**config.mk**
```make
export PLATFORM = sky130hd
export DESIGN_NAME = mc_port_arbiter_flat
export DESIGN_NICKNAME = d
export VERILOG_FILES = /design/src/rtl/mc_port_arbiter_if.sv /design/src/rtl/mc_port_arbiter.sv /design/src/flat_wrapper.sv
export SDC_FILE = /design/constraint.sdc
export NUM_CORES = 1
export LEC_CHECK = 0
export ABC_CLOCK_PERIOD_IN_PS = 31800
export CORE_AREA = 2 2 372 374
export DETAILED_ROUTE_END_ITERATION = 8
export DIE_AREA = 0 0 374 376
export PLACE_DENSITY = 0.58
export REMOVE_ABC_BUFFERS = 1
export SETUP_SLACK_MARGIN = 0.15
export SYNTH_ARGS = -nofsm -noshare
export SYNTH_HDL_FRONTEND = slang
export SYNTH_SLANG_ARGS = --single-unit
export TNS_END_PERCENT = 50
```
**constraint.sdc**
```tcl
create_clock -name clk -period 31.8 [get_ports clk]
set_clock_uncertainty 0.1 [all_clocks]
set_input_delay 4.77 -clock clk [delete_from_list [all_inputs] [get_ports clk]]
set_output_delay 4.77 -clock clk [all_outputs]
set_load 0.02 [all_outputs]
```
**src/rtl/mc_port_arbiter_if.sv**
```systemverilog
// Signal bundle between the phold cores, the port arbiter and one MC request/response port.
// The arbiter connects through the slave modport. The cores and MC connect through master.
interface mc_port_arbiter_if #(
   parameter int NUM_REQ      = 4,
   parameter int RTNCTL_WIDTH = 32
);
   localparam int TW = RTNCTL_WIDTH - 8;

   logic [NUM_REQ-1:0]      req_vld;
   logic [3*NUM_REQ-1:0]    req_cmd;
   logic [4*NUM_REQ-1:0]    req_scmd;
   logic [2*NUM_REQ-1:0]    req_size;
   logic [48*NUM_REQ-1:0]   req_vadr;
   logic [64*NUM_REQ-1:0]   req_data;
   logic [TW*NUM_REQ-1:0]   req_rtnctl;
   logic [NUM_REQ-1:0]      req_stall;

   logic [NUM_REQ-1:0]      rsp_vld;
   logic [2:0]              rsp_cmd;
   logic [3:0]              rsp_scmd;
   logic [63:0]             rsp_data;
   logic [TW-1:0]           rsp_rtnctl;
   logic [NUM_REQ-1:0]      rsp_stall;

   logic                    mc_rq_vld;
   logic [2:0]              mc_rq_cmd;
   logic [3:0]              mc_rq_scmd;
   logic [47:0]             mc_rq_vadr;
   logic [1:0]              mc_rq_size;
   logic [63:0]             mc_rq_data;
   logic [RTNCTL_WIDTH-1:0] mc_rq_rtnctl;
   logic                    mc_rq_flush;
   logic                    mc_rq_stall;

   logic                    mc_rs_vld;
   logic [2:0]              mc_rs_cmd;
   logic [3:0]              mc_rs_scmd;
   logic [63:0]             mc_rs_data;
   logic [RTNCTL_WIDTH-1:0] mc_rs_rtnctl;
   logic                    mc_rs_stall;

   logic                    err_bad_rtnctl;
   logic                    idle;

   modport slave (
      input  req_vld, req_cmd, req_scmd, req_size, req_vadr, req_data, req_rtnctl,
      output req_stall,
      output rsp_vld, rsp_cmd, rsp_scmd, rsp_data, rsp_rtnctl,
      input  rsp_stall,
      output mc_rq_vld, mc_rq_cmd, mc_rq_scmd, mc_rq_vadr, mc_rq_size, mc_rq_data,
      output mc_rq_rtnctl, mc_rq_flush,
      input  mc_rq_stall,
      input  mc_rs_vld, mc_rs_cmd, mc_rs_scmd, mc_rs_data, mc_rs_rtnctl,
      output mc_rs_stall,
      output err_bad_rtnctl, idle
   );

   modport master (
      output req_vld, req_cmd, req_scmd, req_size, req_vadr, req_data, req_rtnctl,
      input  req_stall,
      input  rsp_vld, rsp_cmd, rsp_scmd, rsp_data, rsp_rtnctl,
      output rsp_stall,
      input  mc_rq_vld, mc_rq_cmd, mc_rq_scmd, mc_rq_vadr, mc_rq_size, mc_rq_data,
      input  mc_rq_rtnctl, mc_rq_flush,
      output mc_rq_stall,
      output mc_rs_vld, mc_rs_cmd, mc_rs_scmd, mc_rs_data, mc_rs_rtnctl,
      input  mc_rs_stall,
      input  err_bad_rtnctl, idle
   );
endinterface

```
**src/rtl/mc_port_arbiter.sv**
```systemverilog
// Round-robin sharing of one MC port among NUM_REQ cores, with tagged responses steered back through a FIFO.
// Optional per-requester read limit: define MC_ARB_OUTSTANDING_LIMIT_EN.
module mc_port_arbiter #(
   parameter int NUM_REQ         = 4,
   parameter int RTNCTL_WIDTH    = 32,
   parameter int RS_FIFO_DEPTH   = 8,
   parameter int RS_STALL_MARGIN = 4,
   parameter int MAX_OUTSTANDING = 8
) (
   input  logic             clk,
   input  logic             rst_n,
   mc_port_arbiter_if.slave bus
);
   localparam int TW = RTNCTL_WIDTH - 8;
   localparam int IW = $clog2(NUM_REQ);
   localparam int AW = $clog2(RS_FIFO_DEPTH);
   localparam logic [AW:0] FIFO_FULL = (AW+1)'(RS_FIFO_DEPTH);
   localparam logic [AW:0] STALL_TH  = (AW+1)'(RS_FIFO_DEPTH - RS_STALL_MARGIN);

   typedef struct packed {
      logic [2:0]              cmd;
      logic [3:0]              scmd;
      logic [63:0]             data;
      logic [RTNCTL_WIDTH-1:0] rtnctl;
   } rs_entry_t;

   logic [IW-1:0]      ptr;
   logic [NUM_REQ-1:0] eligible;
   logic               gnt_vld;
   logic [IW-1:0]      gnt_idx;
   logic [NUM_REQ-1:0] gnt_onehot;
   logic [2:0]         sel_cmd;
   logic [3:0]         sel_scmd;
   logic [1:0]         sel_size;
   logic [47:0]        sel_vadr;
   logic [63:0]        sel_data;
   logic [TW-1:0]      sel_rtnctl;

   logic                    rq_vld;
   logic [2:0]              rq_cmd;
   logic [3:0]              rq_scmd;
   logic [47:0]             rq_vadr;
   logic [1:0]              rq_size;
   logic [63:0]             rq_data;
   logic [RTNCTL_WIDTH-1:0] rq_rtnctl;

   rs_entry_t          fifo_mem [RS_FIFO_DEPTH];
   rs_entry_t          head;
   logic [AW-1:0]      wr_ptr;
   logic [AW-1:0]      rd_ptr;
   logic [AW:0]        count;
   logic [AW:0]        count_next;
   logic               head_vld;
   logic [7:0]         head_idx;
   logic               head_ok;
   logic [NUM_REQ-1:0] rsp_vld_i;
   logic               push;
   logic               pop;
   logic               full;
   logic               rs_stall;
   logic               err_bad;
   logic               cnt_zero;

   // Search from ptr upward first, then wrap to the requesters below ptr.
   always_comb begin
      gnt_vld = 1'b0;
      gnt_idx = '0;
      if (rst_n && !bus.mc_rq_stall) begin
         for (int i = 0; i < NUM_REQ; i++) begin
            if (!gnt_vld && bus.req_vld[i] && eligible[i] && (IW'(i) >= ptr)) begin
               gnt_vld = 1'b1;
               gnt_idx = IW'(i);
            end
         end
         for (int i = 0; i < NUM_REQ; i++) begin
            if (!gnt_vld && bus.req_vld[i] && eligible[i]) begin
               gnt_vld = 1'b1;
               gnt_idx = IW'(i);
            end
         end
      end
   end

   always_comb begin
      gnt_onehot = '0;
      sel_cmd    = '0;
      sel_scmd   = '0;
      sel_size   = '0;
      sel_vadr   = '0;
      sel_data   = '0;
      sel_rtnctl = '0;
      for (int i = 0; i < NUM_REQ; i++) begin
         gnt_onehot[i] = gnt_vld && (gnt_idx == IW'(i));
         if (gnt_onehot[i]) begin
            sel_cmd    = bus.req_cmd[i*3 +: 3];
            sel_scmd   = bus.req_scmd[i*4 +: 4];
            sel_size   = bus.req_size[i*2 +: 2];
            sel_vadr   = bus.req_vadr[i*48 +: 48];
            sel_data   = bus.req_data[i*64 +: 64];
            sel_rtnctl = bus.req_rtnctl[i*TW +: TW];
         end
      end
   end

   always_ff @(posedge clk or negedge rst_n) begin
      if (!rst_n) begin
         ptr       <= '0;
         rq_vld    <= 1'b0;
         rq_cmd    <= '0;
         rq_scmd   <= '0;
         rq_vadr   <= '0;
         rq_size   <= '0;
         rq_data   <= '0;
         rq_rtnctl <= '0;
      end else begin
         rq_vld <= gnt_vld;
         if (gnt_vld) begin
            ptr       <= (gnt_idx == IW'(NUM_REQ-1)) ? '0 : gnt_idx + 1'b1;
            rq_cmd    <= sel_cmd;
            rq_scmd   <= sel_scmd;
            rq_vadr   <= sel_vadr;
            rq_size   <= sel_size;
            rq_data   <= sel_data;
            rq_rtnctl <= {8'(gnt_idx), sel_rtnctl};
         end
      end
   end

   // A head with an out-of-range index never matches a requester, so it pops unconditionally.
   assign head     = fifo_mem[rd_ptr];
   assign head_vld = (count != '0);
   assign head_idx = head.rtnctl[RTNCTL_WIDTH-1 -: 8];
   assign head_ok  = (head_idx < 8'(NUM_REQ));
   assign full     = (count == FIFO_FULL);
   assign pop      = head_vld && !(|(rsp_vld_i & bus.rsp_stall));
   assign push     = bus.mc_rs_vld && (!full || pop);

   always_comb begin
      rsp_vld_i = '0;
      for (int i = 0; i < NUM_REQ; i++)
         rsp_vld_i[i] = head_vld && (head_idx == 8'(i));
   end

   always_comb begin
      count_next = count;
      if (push && !pop)
         count_next = count + 1'b1;
      else if (pop && !push)
         count_next = count - 1'b1;
   end

   always_ff @(posedge clk) begin
      if (push)
         fifo_mem[wr_ptr] <= '{cmd: bus.mc_rs_cmd, scmd: bus.mc_rs_scmd,
                               data: bus.mc_rs_data, rtnctl: bus.mc_rs_rtnctl};
   end

   always_ff @(posedge clk or negedge rst_n) begin
      if (!rst_n) begin
         wr_ptr   <= '0;
         rd_ptr   <= '0;
         count    <= '0;
         rs_stall <= 1'b0;
         err_bad  <= 1'b0;
      end else begin
         if (push)
            wr_ptr <= wr_ptr + 1'b1;
         if (pop)
            rd_ptr <= rd_ptr + 1'b1;
         count    <= count_next;
         rs_stall <= (count_next >= STALL_TH);
         if (pop && !head_ok)
            err_bad <= 1'b1;
      end
   end

`ifndef SYNTHESIS
   always_ff @(posedge clk) begin
      if (rst_n && bus.mc_rs_vld && full && !pop)
         $display("%m: response fifo overflow at %0t, entry dropped", $time);
   end
`endif

`ifdef MC_ARB_OUTSTANDING_LIMIT_EN
   localparam int CW = $clog2(MAX_OUTSTANDING + 1);

   logic [CW-1:0]      rd_cnt [NUM_REQ];
   logic [NUM_REQ-1:0] rd_inc;
   logic [NUM_REQ-1:0] rd_dec;

   always_comb begin
      rd_inc   = '0;
      rd_dec   = '0;
      eligible = '0;
      cnt_zero = 1'b1;
      for (int i = 0; i < NUM_REQ; i++) begin
         rd_inc[i]   = gnt_onehot[i] && (sel_cmd == 3'd1);
         rd_dec[i]   = pop && rsp_vld_i[i] && (head.cmd == 3'd2) && (rd_cnt[i] != '0);
         eligible[i] = (rd_cnt[i] != CW'(MAX_OUTSTANDING));
         cnt_zero    = cnt_zero && (rd_cnt[i] == '0);
      end
   end

   always_ff @(posedge clk or negedge rst_n) begin
      if (!rst_n) begin
         for (int i = 0; i < NUM_REQ; i++)
            rd_cnt[i] <= '0;
      end else begin
         for (int i = 0; i < NUM_REQ; i++) begin
            if (rd_inc[i] && !rd_dec[i])
               rd_cnt[i] <= rd_cnt[i] + 1'b1;
            else if (rd_dec[i] && !rd_inc[i])
               rd_cnt[i] <= rd_cnt[i] - 1'b1;
         end
      end
   end
`else
   assign eligible = '1;
   assign cnt_zero = 1'b1;
`endif

   assign bus.req_stall      = ~gnt_onehot;
   assign bus.rsp_vld        = rsp_vld_i;
   assign bus.rsp_cmd        = head.cmd;
   assign bus.rsp_scmd       = head.scmd;
   assign bus.rsp_data       = head.data;
   assign bus.rsp_rtnctl     = head.rtnctl[TW-1:0];
   assign bus.mc_rq_vld      = rq_vld;
   assign bus.mc_rq_cmd      = rq_cmd;
   assign bus.mc_rq_scmd     = rq_scmd;
   assign bus.mc_rq_vadr     = rq_vadr;
   assign bus.mc_rq_size     = rq_size;
   assign bus.mc_rq_data     = rq_data;
   assign bus.mc_rq_rtnctl   = rq_rtnctl;
   assign bus.mc_rq_flush    = 1'b0;
   assign bus.mc_rs_stall    = rs_stall;
   assign bus.err_bad_rtnctl = err_bad;
   assign bus.idle           = !rq_vld && !head_vld && cnt_zero;
endmodule

```
**src/flat_wrapper.sv**
```systemverilog
// flat-port wrapper written by rule: the top's interface ports become plain ports
module mc_port_arbiter_flat 
#(
   parameter int NUM_REQ         = 4,
   parameter int RTNCTL_WIDTH    = 32,
   parameter int RS_FIFO_DEPTH   = 8,
   parameter int RS_STALL_MARGIN = 4,
   parameter int MAX_OUTSTANDING = 8
)
  (clk, rst_n, bus_req_vld, bus_req_cmd, bus_req_scmd, bus_req_size, bus_req_vadr, bus_req_data, bus_req_rtnctl, bus_req_stall, bus_rsp_vld, bus_rsp_cmd, bus_rsp_scmd, bus_rsp_data, bus_rsp_rtnctl, bus_rsp_stall, bus_mc_rq_vld, bus_mc_rq_cmd, bus_mc_rq_scmd, bus_mc_rq_vadr, bus_mc_rq_size, bus_mc_rq_data, bus_mc_rq_rtnctl, bus_mc_rq_flush, bus_mc_rq_stall, bus_mc_rs_vld, bus_mc_rs_cmd, bus_mc_rs_scmd, bus_mc_rs_data, bus_mc_rs_rtnctl, bus_mc_rs_stall, bus_err_bad_rtnctl, bus_idle);
  mc_port_arbiter_if #(.NUM_REQ(NUM_REQ), .RTNCTL_WIDTH(RTNCTL_WIDTH)) bus_i ();
  input  logic clk;
  input  logic rst_n;
  input wire logic [$bits(bus_i.req_vld)-1:0] bus_req_vld;
  input wire logic [$bits(bus_i.req_cmd)-1:0] bus_req_cmd;
  input wire logic [$bits(bus_i.req_scmd)-1:0] bus_req_scmd;
  input wire logic [$bits(bus_i.req_size)-1:0] bus_req_size;
  input wire logic [$bits(bus_i.req_vadr)-1:0] bus_req_vadr;
  input wire logic [$bits(bus_i.req_data)-1:0] bus_req_data;
  input wire logic [$bits(bus_i.req_rtnctl)-1:0] bus_req_rtnctl;
  output wire logic [$bits(bus_i.req_stall)-1:0] bus_req_stall;
  output wire logic [$bits(bus_i.rsp_vld)-1:0] bus_rsp_vld;
  output wire logic [$bits(bus_i.rsp_cmd)-1:0] bus_rsp_cmd;
  output wire logic [$bits(bus_i.rsp_scmd)-1:0] bus_rsp_scmd;
  output wire logic [$bits(bus_i.rsp_data)-1:0] bus_rsp_data;
  output wire logic [$bits(bus_i.rsp_rtnctl)-1:0] bus_rsp_rtnctl;
  input wire logic [$bits(bus_i.rsp_stall)-1:0] bus_rsp_stall;
  output wire logic [$bits(bus_i.mc_rq_vld)-1:0] bus_mc_rq_vld;
  output wire logic [$bits(bus_i.mc_rq_cmd)-1:0] bus_mc_rq_cmd;
  output wire logic [$bits(bus_i.mc_rq_scmd)-1:0] bus_mc_rq_scmd;
  output wire logic [$bits(bus_i.mc_rq_vadr)-1:0] bus_mc_rq_vadr;
  output wire logic [$bits(bus_i.mc_rq_size)-1:0] bus_mc_rq_size;
  output wire logic [$bits(bus_i.mc_rq_data)-1:0] bus_mc_rq_data;
  output wire logic [$bits(bus_i.mc_rq_rtnctl)-1:0] bus_mc_rq_rtnctl;
  output wire logic [$bits(bus_i.mc_rq_flush)-1:0] bus_mc_rq_flush;
  input wire logic [$bits(bus_i.mc_rq_stall)-1:0] bus_mc_rq_stall;
  input wire logic [$bits(bus_i.mc_rs_vld)-1:0] bus_mc_rs_vld;
  input wire logic [$bits(bus_i.mc_rs_cmd)-1:0] bus_mc_rs_cmd;
  input wire logic [$bits(bus_i.mc_rs_scmd)-1:0] bus_mc_rs_scmd;
  input wire logic [$bits(bus_i.mc_rs_data)-1:0] bus_mc_rs_data;
  input wire logic [$bits(bus_i.mc_rs_rtnctl)-1:0] bus_mc_rs_rtnctl;
  output wire logic [$bits(bus_i.mc_rs_stall)-1:0] bus_mc_rs_stall;
  output wire logic [$bits(bus_i.err_bad_rtnctl)-1:0] bus_err_bad_rtnctl;
  output wire logic [$bits(bus_i.idle)-1:0] bus_idle;
  assign bus_i.req_vld = bus_req_vld;
  assign bus_i.req_cmd = bus_req_cmd;
  assign bus_i.req_scmd = bus_req_scmd;
  assign bus_i.req_size = bus_req_size;
  assign bus_i.req_vadr = bus_req_vadr;
  assign bus_i.req_data = bus_req_data;
  assign bus_i.req_rtnctl = bus_req_rtnctl;
  assign bus_req_stall = bus_i.req_stall;
  assign bus_rsp_vld = bus_i.rsp_vld;
  assign bus_rsp_cmd = bus_i.rsp_cmd;
  assign bus_rsp_scmd = bus_i.rsp_scmd;
  assign bus_rsp_data = bus_i.rsp_data;
  assign bus_rsp_rtnctl = bus_i.rsp_rtnctl;
  assign bus_i.rsp_stall = bus_rsp_stall;
  assign bus_mc_rq_vld = bus_i.mc_rq_vld;
  assign bus_mc_rq_cmd = bus_i.mc_rq_cmd;
  assign bus_mc_rq_scmd = bus_i.mc_rq_scmd;
  assign bus_mc_rq_vadr = bus_i.mc_rq_vadr;
  assign bus_mc_rq_size = bus_i.mc_rq_size;
  assign bus_mc_rq_data = bus_i.mc_rq_data;
  assign bus_mc_rq_rtnctl = bus_i.mc_rq_rtnctl;
  assign bus_mc_rq_flush = bus_i.mc_rq_flush;
  assign bus_i.mc_rq_stall = bus_mc_rq_stall;
  assign bus_i.mc_rs_vld = bus_mc_rs_vld;
  assign bus_i.mc_rs_cmd = bus_mc_rs_cmd;
  assign bus_i.mc_rs_scmd = bus_mc_rs_scmd;
  assign bus_i.mc_rs_data = bus_mc_rs_data;
  assign bus_i.mc_rs_rtnctl = bus_mc_rs_rtnctl;
  assign bus_mc_rs_stall = bus_i.mc_rs_stall;
  assign bus_err_bad_rtnctl = bus_i.err_bad_rtnctl;
  assign bus_idle = bus_i.idle;
  mc_port_arbiter #(.NUM_REQ(NUM_REQ), .RTNCTL_WIDTH(RTNCTL_WIDTH), .RS_FIFO_DEPTH(RS_FIFO_DEPTH), .RS_STALL_MARGIN(RS_STALL_MARGIN), .MAX_OUTSTANDING(MAX_OUTSTANDING)) u_core (.clk(clk), .rst_n(rst_n), .bus(bus_i));
endmodule
```
=== Word level (Yosys, flattened, before mapping) ===
Memories as Yosys holds them, arrays and structs flattened.
Cells that the tools add are included.

* Memories: 1
* Bits of input ports: 695
* Output and inout bits: 261
* Logic and storage cells: 133
* Register bits: 162
* Memory bits (writable): 824

* Equal/unequal tests: 7
* Add/sub/neg operators: 5
* Reductions and logical operators: 46
* Mux-type cells: 53
* Bitwise operators: 2
* Order comparisons: 6

{| class="wikitable"
|+ Memory list
! memory !! depth !! bits a word !! rd ports !! clocked after memory_dff !! write ports !! line !! source
|-
| u_core.fifo_mem || 8 || 103 || 1 || 0 || 1 || mc_port_arbiter.sv:47 || <nowiki>rs_entry_t fifo_mem [RS_FIFO_DEPTH];</nowiki>
|}

{| class="wikitable"
|+ Operators with widths
! kind !! number
|-
| 64-bit 2-to-1 mux || 4
|-
| 48-bit 2-to-1 mux || 4
|-
| 24-bit 2-to-1 mux || 4
|-
| 1-bit logical AND || 26
|-
| 2-bit 2-to-1 mux || 12
|-
| 4-bit 2-to-1 mux || 6
|-
| 1-bit 2-to-1 mux || 19
|-
| 8-bit by 2-bit == test with 1-bit output (second input constant) || 2
|-
| 1-bit zero test || 15
|-
| 3-bit 2-to-1 mux || 4
|-
| 8-bit by 1-bit == test with 1-bit output (second input constant) || 1
|-
| 8-bit zero test || 1
|-
| 8-bit by 3-bit < comparator with 1-bit output (second input constant) || 1
|-
| 3-bit by 1-bit adder with 3-bit output (second input constant) || 2
|-
| 4-bit by 1-bit adder with 4-bit output (second input constant) || 1
|-
| 4-bit bitwise AND || 1
|-
| 2-bit == test (second input constant) || 2
|-
| 4-bit == test (second input constant) || 1
|-
| 1-bit by 2-bit >= comparator with 1-bit output (first input constant) || 2
|-
| 2-bit >= comparator (first input constant) || 2
|-
| 4-bit by 3-bit >= comparator with 1-bit output (second input constant) || 1
|-
| 4-bit inverter || 1
|-
| 4-bit nonzero test || 1
|-
| 4-bit OR reduction || 1
|-
| 5 further kinds || 5
|}

=== Logic depth before layout (Yosys ltp) ===
Gate-level depths: netlist of run 1.

* Depth in word-level cells: 41
* Gate-level depth with buffers: 14
* Depth with buffers taken out: 12

=== Least setup slack after synthesis of run 1 ===
Ideal clock, no wire load.

* Path kind: input port to flip-flop
* Start: input port bus_rsp_stall[2]
* End: memory u_core.fifo_mem[1][0] (netlist name), enable pin
* Path buffers: 1
* Data required time: 30.847 ns
* Path slack: 14.859 ns
* Arrival: 15.987 ns
* Library setup time: 0.853 ns
* Stages on the path: 6
* Cells stage by stage: mux2i_1 > mux2_4 > o21ai_2 > a21o_1 > buf_4 > nor4b_1

* Longest elaborated chain between the ends: 8

{| class="wikitable"
|+ RTL lines
! item !! line !! source
|-
| from (decl) || flat_wrapper.sv:27 || <nowiki>input wire logic [$bits(bus_i.rsp_stall)-1:0] bus_rsp_stall;</nowiki>
|-
| 4-bit bitwise AND || mc_port_arbiter.sv:135 || <nowiki>assign pop = head_vld && !(|(rsp_vld_i & bus.rsp_stall));</nowiki>
|-
| 4-bit OR reduction || mc_port_arbiter.sv:135 ||
|-
| 1-bit zero test || mc_port_arbiter.sv:135 ||
|-
| 1-bit logical AND || mc_port_arbiter.sv:135 ||
|-
| 1-bit logical OR || mc_port_arbiter.sv:136 || <nowiki>assign push = bus.mc_rs_vld && (!full || pop);</nowiki>
|-
| 1-bit logical AND || mc_port_arbiter.sv:136 ||
|-
| 1-bit 2-to-1 mux || mc_port_arbiter.sv:153 || <nowiki>if (push)</nowiki>
|-
| 1-bit 2-to-1 mux (implied by the code) || mc_port_arbiter.sv:154 || <nowiki>fifo_mem[wr_ptr] <= '{cmd: bus.mc_rs_cmd, scmd: bus.mc_rs_scmd,</nowiki>
|-
| to (decl) || mc_port_arbiter.sv:47 ||
|}

Every way passes these cells.

=== Worst setup path in the final report of run 1 ===
* Start: input port rst_n
* End: output port bus_req_stall[2]

* Longest elaborated chain between the ends: 5
* Elaborated cells on any way between the ends: 6
* Classes of those cells: eq/ne: 1; mux: 2; bitwise: 1; reduce/logical: 2

{| class="wikitable"
|+ RTL lines
! item !! line !! source
|-
| from (decl) || flat_wrapper.sv:13 || <nowiki>input logic rst_n;</nowiki>
|-
| 1-bit logical AND || mc_port_arbiter.sv:68 || <nowiki>if (rst_n && !bus.mc_rq_stall) begin</nowiki>
|-
| 2-bit 2-to-1 mux || mc_port_arbiter.sv:68 ||
|-
| via u_core.gnt_idx[0] || mc_port_arbiter.sv:30 || <nowiki>logic [IW-1:0] gnt_idx;</nowiki>
|-
| 2-bit == test || mc_port_arbiter.sv:93 || <nowiki>gnt_onehot[i] = gnt_vld && (gnt_idx == IW'(i));</nowiki>
|-
| 1-bit logical AND || mc_port_arbiter.sv:93 ||
|-
| 4-bit inverter || mc_port_arbiter.sv:222 || <nowiki>assign bus.req_stall = ~gnt_onehot;</nowiki>
|-
| to (decl) || flat_wrapper.sv:21 || <nowiki>output wire logic [$bits(bus_i.req_stall)-1:0] bus_req_stall;</nowiki>
|}

The timed path passes the listed nets, and every way through them passes these cells.

==> results of run 1 <==
-- per-layer routing --
metal	share of wire, %	routed length [um]	GRT usage (%)	vias up
li1	-	-	-	11780
met1	39	62740	27.10	13500
met2	48	78340	36.69	1164
met3	8.7	14080	7.115	277
met4	4.0	6414	8.999	40
met5	0.16	264	0	-
-- registers in the layout, summed over array words and instances, names as in the netlist --
register and cells:
u_core.bus.mc_rq_scmd 4, u_core.fifo_mem 824, u_core.bus.mc_rq_vld 1, u_core.bus.mc_rq_cmd 3, u_core.count 4, u_core.bus.mc_rq_size 2, u_core.bus.mc_rq_rtnctl 26, u_core.bus.mc_rq_data 64
u_core.bus.mc_rs_stall 1, u_core.wr_ptr 3, u_core.rd_ptr 3, u_core.ptr 2, u_core.bus.err_bad_rtnctl 1, u_core.bus.mc_rq_vadr 48
-- cell type report --
cell class                 count  area, um2
fill                       12580      80940
sequential                   986      28810
multi-input combinational   1290      11140
timing repair buffer         996       9905
clock buffer                 132       2803
tap                         1794       2245
clock inverter                66      699.4
inverter                      14      55.05
antenna                       20      50.05
-- logic make-up after synthesis --
group | Yosys count
buffers and inverters | 207
muxes | 298
DFF | 986
adders and majority gates | 8
xor gates and xnor gates | 3
AOI/OAI and AO/OA | 465
and+or+nand+nor | 509
other | 1
-- cells in the mapped netlist, types with 9 or more instances --
master,instances
nand2_1,163
edfxtp_1,824
nor2_1,91
o21ai_1,37
nor3_1,153
inv_1,13
a21oi_1,152
o21ai_0,113
clkbuf_1,148
dfrtp_1,162
mux4_2,194
buf_4,9
nor2b_1,66
a221oi_1,145
mux2_2,95
buf_1,30
-- path summary, 6_finish.rpt --
path	end	slack, ps	cells past startpoint
max	bus_req_stall[2]	18150	10
min	u_core.bus.err_bad_rtnctl	380	1
max reg2reg	u_core.fifo_mem[1][4]	25450	11
min reg2reg	u_core.bus.err_bad_rtnctl	380	1
max in group asynchronous	u_core.bus.mc_rq_data[47]	26550	2
min in group asynchronous	u_core.bus.mc_rq_vadr[7]	3910	1
-- stage by stage --
step	hold WS, ps	cells
after CTS	376.1	5278
after floorplan	426.4	2290
after global routing	389.6	5290
after global placement	364.1	5080
after detailed placement	364.2	5080
final	375.1	5298
-- where the power goes --
part	internal [W]	leakage [nW]	total [W]	switching [W]
sequential	0.00160	9.65	0.00168	0.0000819
combinational	0.000694	7.13	0.00146	0.000766
clock	0.000703	1.68	0.00124	0.000535
total	0.00300	18.5	0.00438	0.00138
==> run metrics, run 1 <==
aggregate global-route resource usage=22.29%; routed len/inst=slightly above 30 um; post-route ant nets=0; hold path start=u_core.bus.err_bad_rtnctl; RSZ-0062 raised after global routing=no; CTS tree=done; Peak Freq=73.28 MHz; crit-path cells=buf_8 -> nor2b_1 -> o21ai_0 -> a211oi_1 -> inv_1 -> ha_2 -> buf_4 -> and2_4 -> inv_4 -> clkdlybuf4s50_1; CP bufs+invs=5; initial core utilization=approximately 30%; CP Max Fanout=68; power per cell area=78.61 mW/mm2; sequential area share after synthesis=70.83%; commonest non-fill, non-tap cell in the layout=clkdlybuf4s50_1; drt pass-1 iters=5; buffers from clock root to sink, at most=3; Crit path max-delay family=buffers and inverters; clk_lat worst skew=760 ps; CP Launch Type=input pin; root buffer cell=clkbuf_16; CTS sink count=986; Hold Path Class=register to register; minimum clock period=13,650 ps; FP Rows=roughly 140; PostCTS Resize Cnt=0; CP max stage cell=a211oi_1; postcts setup bufs=0; setup ws final=18,150 ps; pin count of the biggest net entering global routing=204; Critical R2R Launch=u_core.rd_ptr[2]; Syn Inst Count=2,477; Synth cell types=between 50 and 60; Post-synth EDFFs=824; first-pass GRT wire length=216.9 mm; post-synthesis compound-gate area fraction=7.281%; Setup TNS=0 ps; Post-synth ARST share=16.43%; Synth Flop Type=edfxtp_1; Crit. End Element=primary output; Post-DP HPWL=around 120 mm; Setup WS pre-CTS=roughly 18,000 ps; xor and xnor fraction of the mapped netlist area=0.06463%; Die Ht=376 um; Final Max Slew Viols=0; Slew headroom=between 10% and 20%; Slew @ Worst Pin=1261 ps; post-layout util=~41%; count of final setup violators=0; Synth area leaders=edfxtp_1 (61%), mux4_2 (11%), dfrtp_1 (10%); port buffer count=948; post-layout instance area=0.05570 mm2; synthesized area=0.04066 mm2; Crit path largest cell delay=710 ps; syn_area_per_cell=16.41 um2; commonest cells after routing, fill and taps aside=clkdlybuf4s50_1 (947), edfxtp_1 (824), mux4_2 (194), nand2_1 (163), dfrtp_1 (159); Placement Cell Area=0.05215 mm2; antenna violations before repair=94; overall power=0.004379 W; routed wire length=about 160 mm; hold_buf cts=0; clock buffer count from CTS=108; die area=0.1406 mm2; Peak VDD IR=about 66 uV; Synth Area in Adders=0.2462%; CP Class=input pin to primary output; Clock H-tree levels=3; outcome=finished clean; Critical Path RT=roughly 27,000 ps; Yosys warning total=0; share of cells above drive strength 1=between 10 and 15%; Reg clk slew, reported paths=60 ps; post-synthesis simple-gate area fraction=around 5.8%; FF+latch count, synth=just under 1,000; Initial DRC Count=2,217; drt via density=5.051; endpoints failing hold=0; grt ovf=0; Remaining DRCs=0; Yosys top cell area share=60.86%; largest family of logic cells by synthesized area=multiplexers; via count=between 20,000 and 30,000; Worst Setup SP=rst_n; die width=between 300 and 400 um; most area-hungry cell type in the Yosys netlist=edfxtp_1; fin crit share=42.91%; Ports=956; gpl congestion=0.9005; Critical Path AT=8780 ps; Layout area overhead=37.00%; Static Leakage=18.45 nW; Core ar.=0.1366 mm2; fin nets=4,099; number of global-route vias before repair=between 20,000 and 30,000; share of synthesized area spent on multiplexers=13.65%; max-cap viol count=0
Power figures use the tool's default switching activity.
==> run 2, diff against run 1 <==
--- a/config.mk
+++ b/config.mk
@@ -5,11 +5,11 @@
 export SDC_FILE = /design/constraint.sdc
 export NUM_CORES = 1
 export LEC_CHECK = 0
-export ABC_CLOCK_PERIOD_IN_PS = 31800
-export CORE_AREA = 2 2 372 374
+export ABC_CLOCK_PERIOD_IN_PS = 13750
+export CORE_AREA = 2 2 376 378
 export DETAILED_ROUTE_END_ITERATION = 8
-export DIE_AREA = 0 0 374 376
-export PLACE_DENSITY = 0.58
+export DIE_AREA = 0 0 378 380
+export PLACE_DENSITY = 0.57
 export REMOVE_ABC_BUFFERS = 1
 export SETUP_SLACK_MARGIN = 0.15
 export SYNTH_ARGS = -nofsm -noshare
==> constraint.sdc (replaced) <==
create_clock -name clk -period 13.75 [get_ports clk]
set_clock_uncertainty 0.1 [all_clocks]
set_input_delay 2.0625 -clock clk [delete_from_list [all_inputs] [get_ports clk]]
set_output_delay 2.0625 -clock clk [all_outputs]
set_load 0.02 [all_outputs]
==> run 2 against run 1 <==
  * Count of clock-buffer cells in the layout increased by 3
  * Utilization fell by 0.84 points
  * Largest cell class unchanged
  * Combinational power rose by 130%
  * Wire length is 3.5% lower
  * Critical endpoint unchanged
  * Highest routed layer unchanged
==> run metrics, run 2 (synthesis results as in run 1) <==
Peak VDD IR=160.1 uV (was 65.83 uV); power per cell area=179.9 mW/mm2 (was 78.61 mW/mm2); post-layout instance area=0.05557 mm2 (was 0.05570 mm2); Final Max Slew Viols=0 (unchanged); routed len/inst=29.11 um (was 30.55 um); share of cells above drive strength 1=14.70% (was 14.72%); root buffer cell=clkbuf_16 (unchanged); grt ovf=0 (unchanged); drt via density=4.971 (was 5.051); Remaining DRCs=0 (unchanged); CP Max Fanout=68 (unchanged); CTS tree=done (unchanged); Peak Freq=125.4 MHz; max-cap viol count=0 (unchanged); minimum clock period=7974 ps; Hold Crit Endpoint=u_core.bus.err_bad_rtnctl (unchanged); hold_buf cts=0 (unchanged); hold path cells=1 (unchanged); R2R Setup Slk=7930 ps (was 25,450 ps); aggregate global-route resource usage=21.07% (was 22.29%); Critical Path RT=11,590 ps (was 26,930 ps); FP Rows=137 (was 136); Reg clk slew, reported paths=60 ps (about the same); count of final setup violators=0 (unchanged); fin crit share=57.99%; hold path start=u_core.bus.err_bad_rtnctl (unchanged); Die Ht=380 um (was 376 um); CP Launch Type=input pin (unchanged); CP bufs+invs=5 (unchanged); postcts setup bufs=0 (unchanged); RSZ-0062 raised after global routing=no (unchanged); fin nets=4,094 (was 4,099); via count=26,670 (was 26,760); commonest cells after routing, fill and taps aside=clkdlybuf4s50_1 (947), edfxtp_1 (824), mux4_2 (194), nand2_1 (163), dfrtp_1 (159) (unchanged); Clock H-tree levels=3 (unchanged); Slew @ Worst Pin=1429 ps (was 1261 ps); Placement Cell Area=0.05221 mm2 (was 0.05215 mm2); PostCTS Resize Cnt=0 (unchanged); Post-DP HPWL=110.1 mm (was 116.9 mm); Critical R2R Launch=u_core.rd_ptr[2] (unchanged); gpl congestion=0.9042 (was 0.9005); post-route ant nets=0 (unchanged); pin count of the biggest net entering global routing=104 (was 204); routed wire length=156.2 mm (was 161.8 mm); Setup TNS=0 ps (unchanged); number of global-route vias before repair=26,420 (was 26,290); die width=378 um (was 374 um); Initial DRC Count=2,070 (was 2,217); overall power=0.009998 W (was 0.004379 W); Crit. End Element=primary output (unchanged); largest reg by FF count=u_core.fifo_mem (unchanged); endpoints failing hold=0 (unchanged); r2r worst-path depth=8 (was 11); Largest register FFs=824 (unchanged); outcome=finished clean (unchanged); Crit path max-delay family=buffers and inverters (unchanged); initial core utilization=29.21% (was 29.75%); CP most frequent cell=clkdlybuf4s50_1; Static Leakage=18.37 nW (was 18.45 nW); Layout area overhead=36.69% (was 37.00%); Critical Path AT=5810 ps (was 8780 ps); Core ar.=0.1392 mm2 (was 0.1366 mm2); CP max stage cell=a211oi_1 (unchanged); worst reg2reg endpoint=u_core.fifo_mem[7][85] (was u_core.fifo_mem[1][4]); port buffer count=948 (unchanged); fillers=12,920 (was 12,580); buffers from clock root to sink, at most=3 (unchanged); CTS sink count=986 (unchanged); clk_lat worst skew=730 ps (was 760 ps); clock buffer count from CTS=106 (was 108); crit-path cells=clkdlybuf4s50_1 -> nor2b_1 -> o21ai_0 -> a211oi_1 -> inv_1 -> ha_2 -> buf_4 -> and2_4 -> inv_4 -> clkdlybuf4s50_1 (was buf_8 -> nor2b_1 -> o21ai_0 -> a211oi_1 -> inv_1 -> ha_2 -> buf_4 -> and2_4 -> inv_4 -> clkdlybuf4s50_1); first-pass GRT wire length=212.0 mm (was 216.9 mm); Ports=956 (unchanged); commonest non-fill, non-tap cell in the layout=clkdlybuf4s50_1 (unchanged); Slew headroom=4.717% (was 15.90%); CP Class=input pin to primary output (unchanged); Hold Path Class=register to register (unchanged); drt pass-1 iters=5 (unchanged); die area=0.1436 mm2 (was 0.1406 mm2); post-layout util=39.93% (was 40.76%); Crit path largest cell delay=700 ps (was 710 ps); antenna violations before repair=80 (was 94)
-- run 2: area by class of cell --
| cell class | instances | area, um2 | area share [%] |
|---|---|---|---|
| Clock buffer | 135 | 2813 | 5.061 |
| Multi-Input combinational cell | 1290 | 11130 | 20.03 |
| Clock inverter | 58 | 520.5 | 0.9366 |
| Tap cell | 1876 | 2347 | 4.224 |
| Timing Repair Buffer | 993 | 9868 | 17.76 |
| Inverter | 14 | 55.05 | 0.09907 |
| Sequential cell | 986 | 28810 | 51.84 |
| Antenna cell | 12 | 30.03 | 0.05404 |
-- run 2: power by group --
| part | total [W] | switching (W) | internal [W] |
|---|---|---|---|
| registers | 0.00391 | 0.000211 | 0.00370 |
| logic | 0.00334 | 0.00174 | 0.00160 |
| clock network | 0.00275 | 0.00122 | 0.00153 |
| total | 0.0100 | 0.00317 | 0.00683 |
-- run 2: per-layer routing --
metal  part of all wire, %  routed length, um  GRT usage [%]
met2                    48              74560          34.28
met3                    11              16860          8.719
met5                  0.26                410              0
met4                   3.0               4621          6.050
met1                    38              59710          25.54
-- run 2: worst max-delay path by stage --
stage	from	endpoint	slack, ps	cells past startpoint
final	bus_mc_rq_stall	bus_req_stall[2]	5780	10
after global routing	bus_mc_rq_stall	bus_req_stall[2]	5560	10
after CTS	bus_mc_rq_stall	bus_req_stall[2]	5750	10
after detailed placement	bus_mc_rq_stall	bus_req_stall[2]	5750	10
after global placement	bus_mc_rq_stall	bus_req_stall[2]	5780	10
after floorplan	bus_req_vld[2]	u_core.bus.mc_rq_data[10]	-18560	6
-- run 2: metrics by stage --
stage / hold WS (ps) / worst slack (ps) / instances
2_1_floorplan: 426.4 / -18560 / 2290
5_1_grt: 395.7 / 5563 / 5354
6_report: 372.0 / 5776 / 5364
3_5_place_dp: 362.5 / 5754 / 5159
3_3_place_gp: 353.0 / 5779 / 5157
4_1_cts: 376.6 / 5749 / 5352
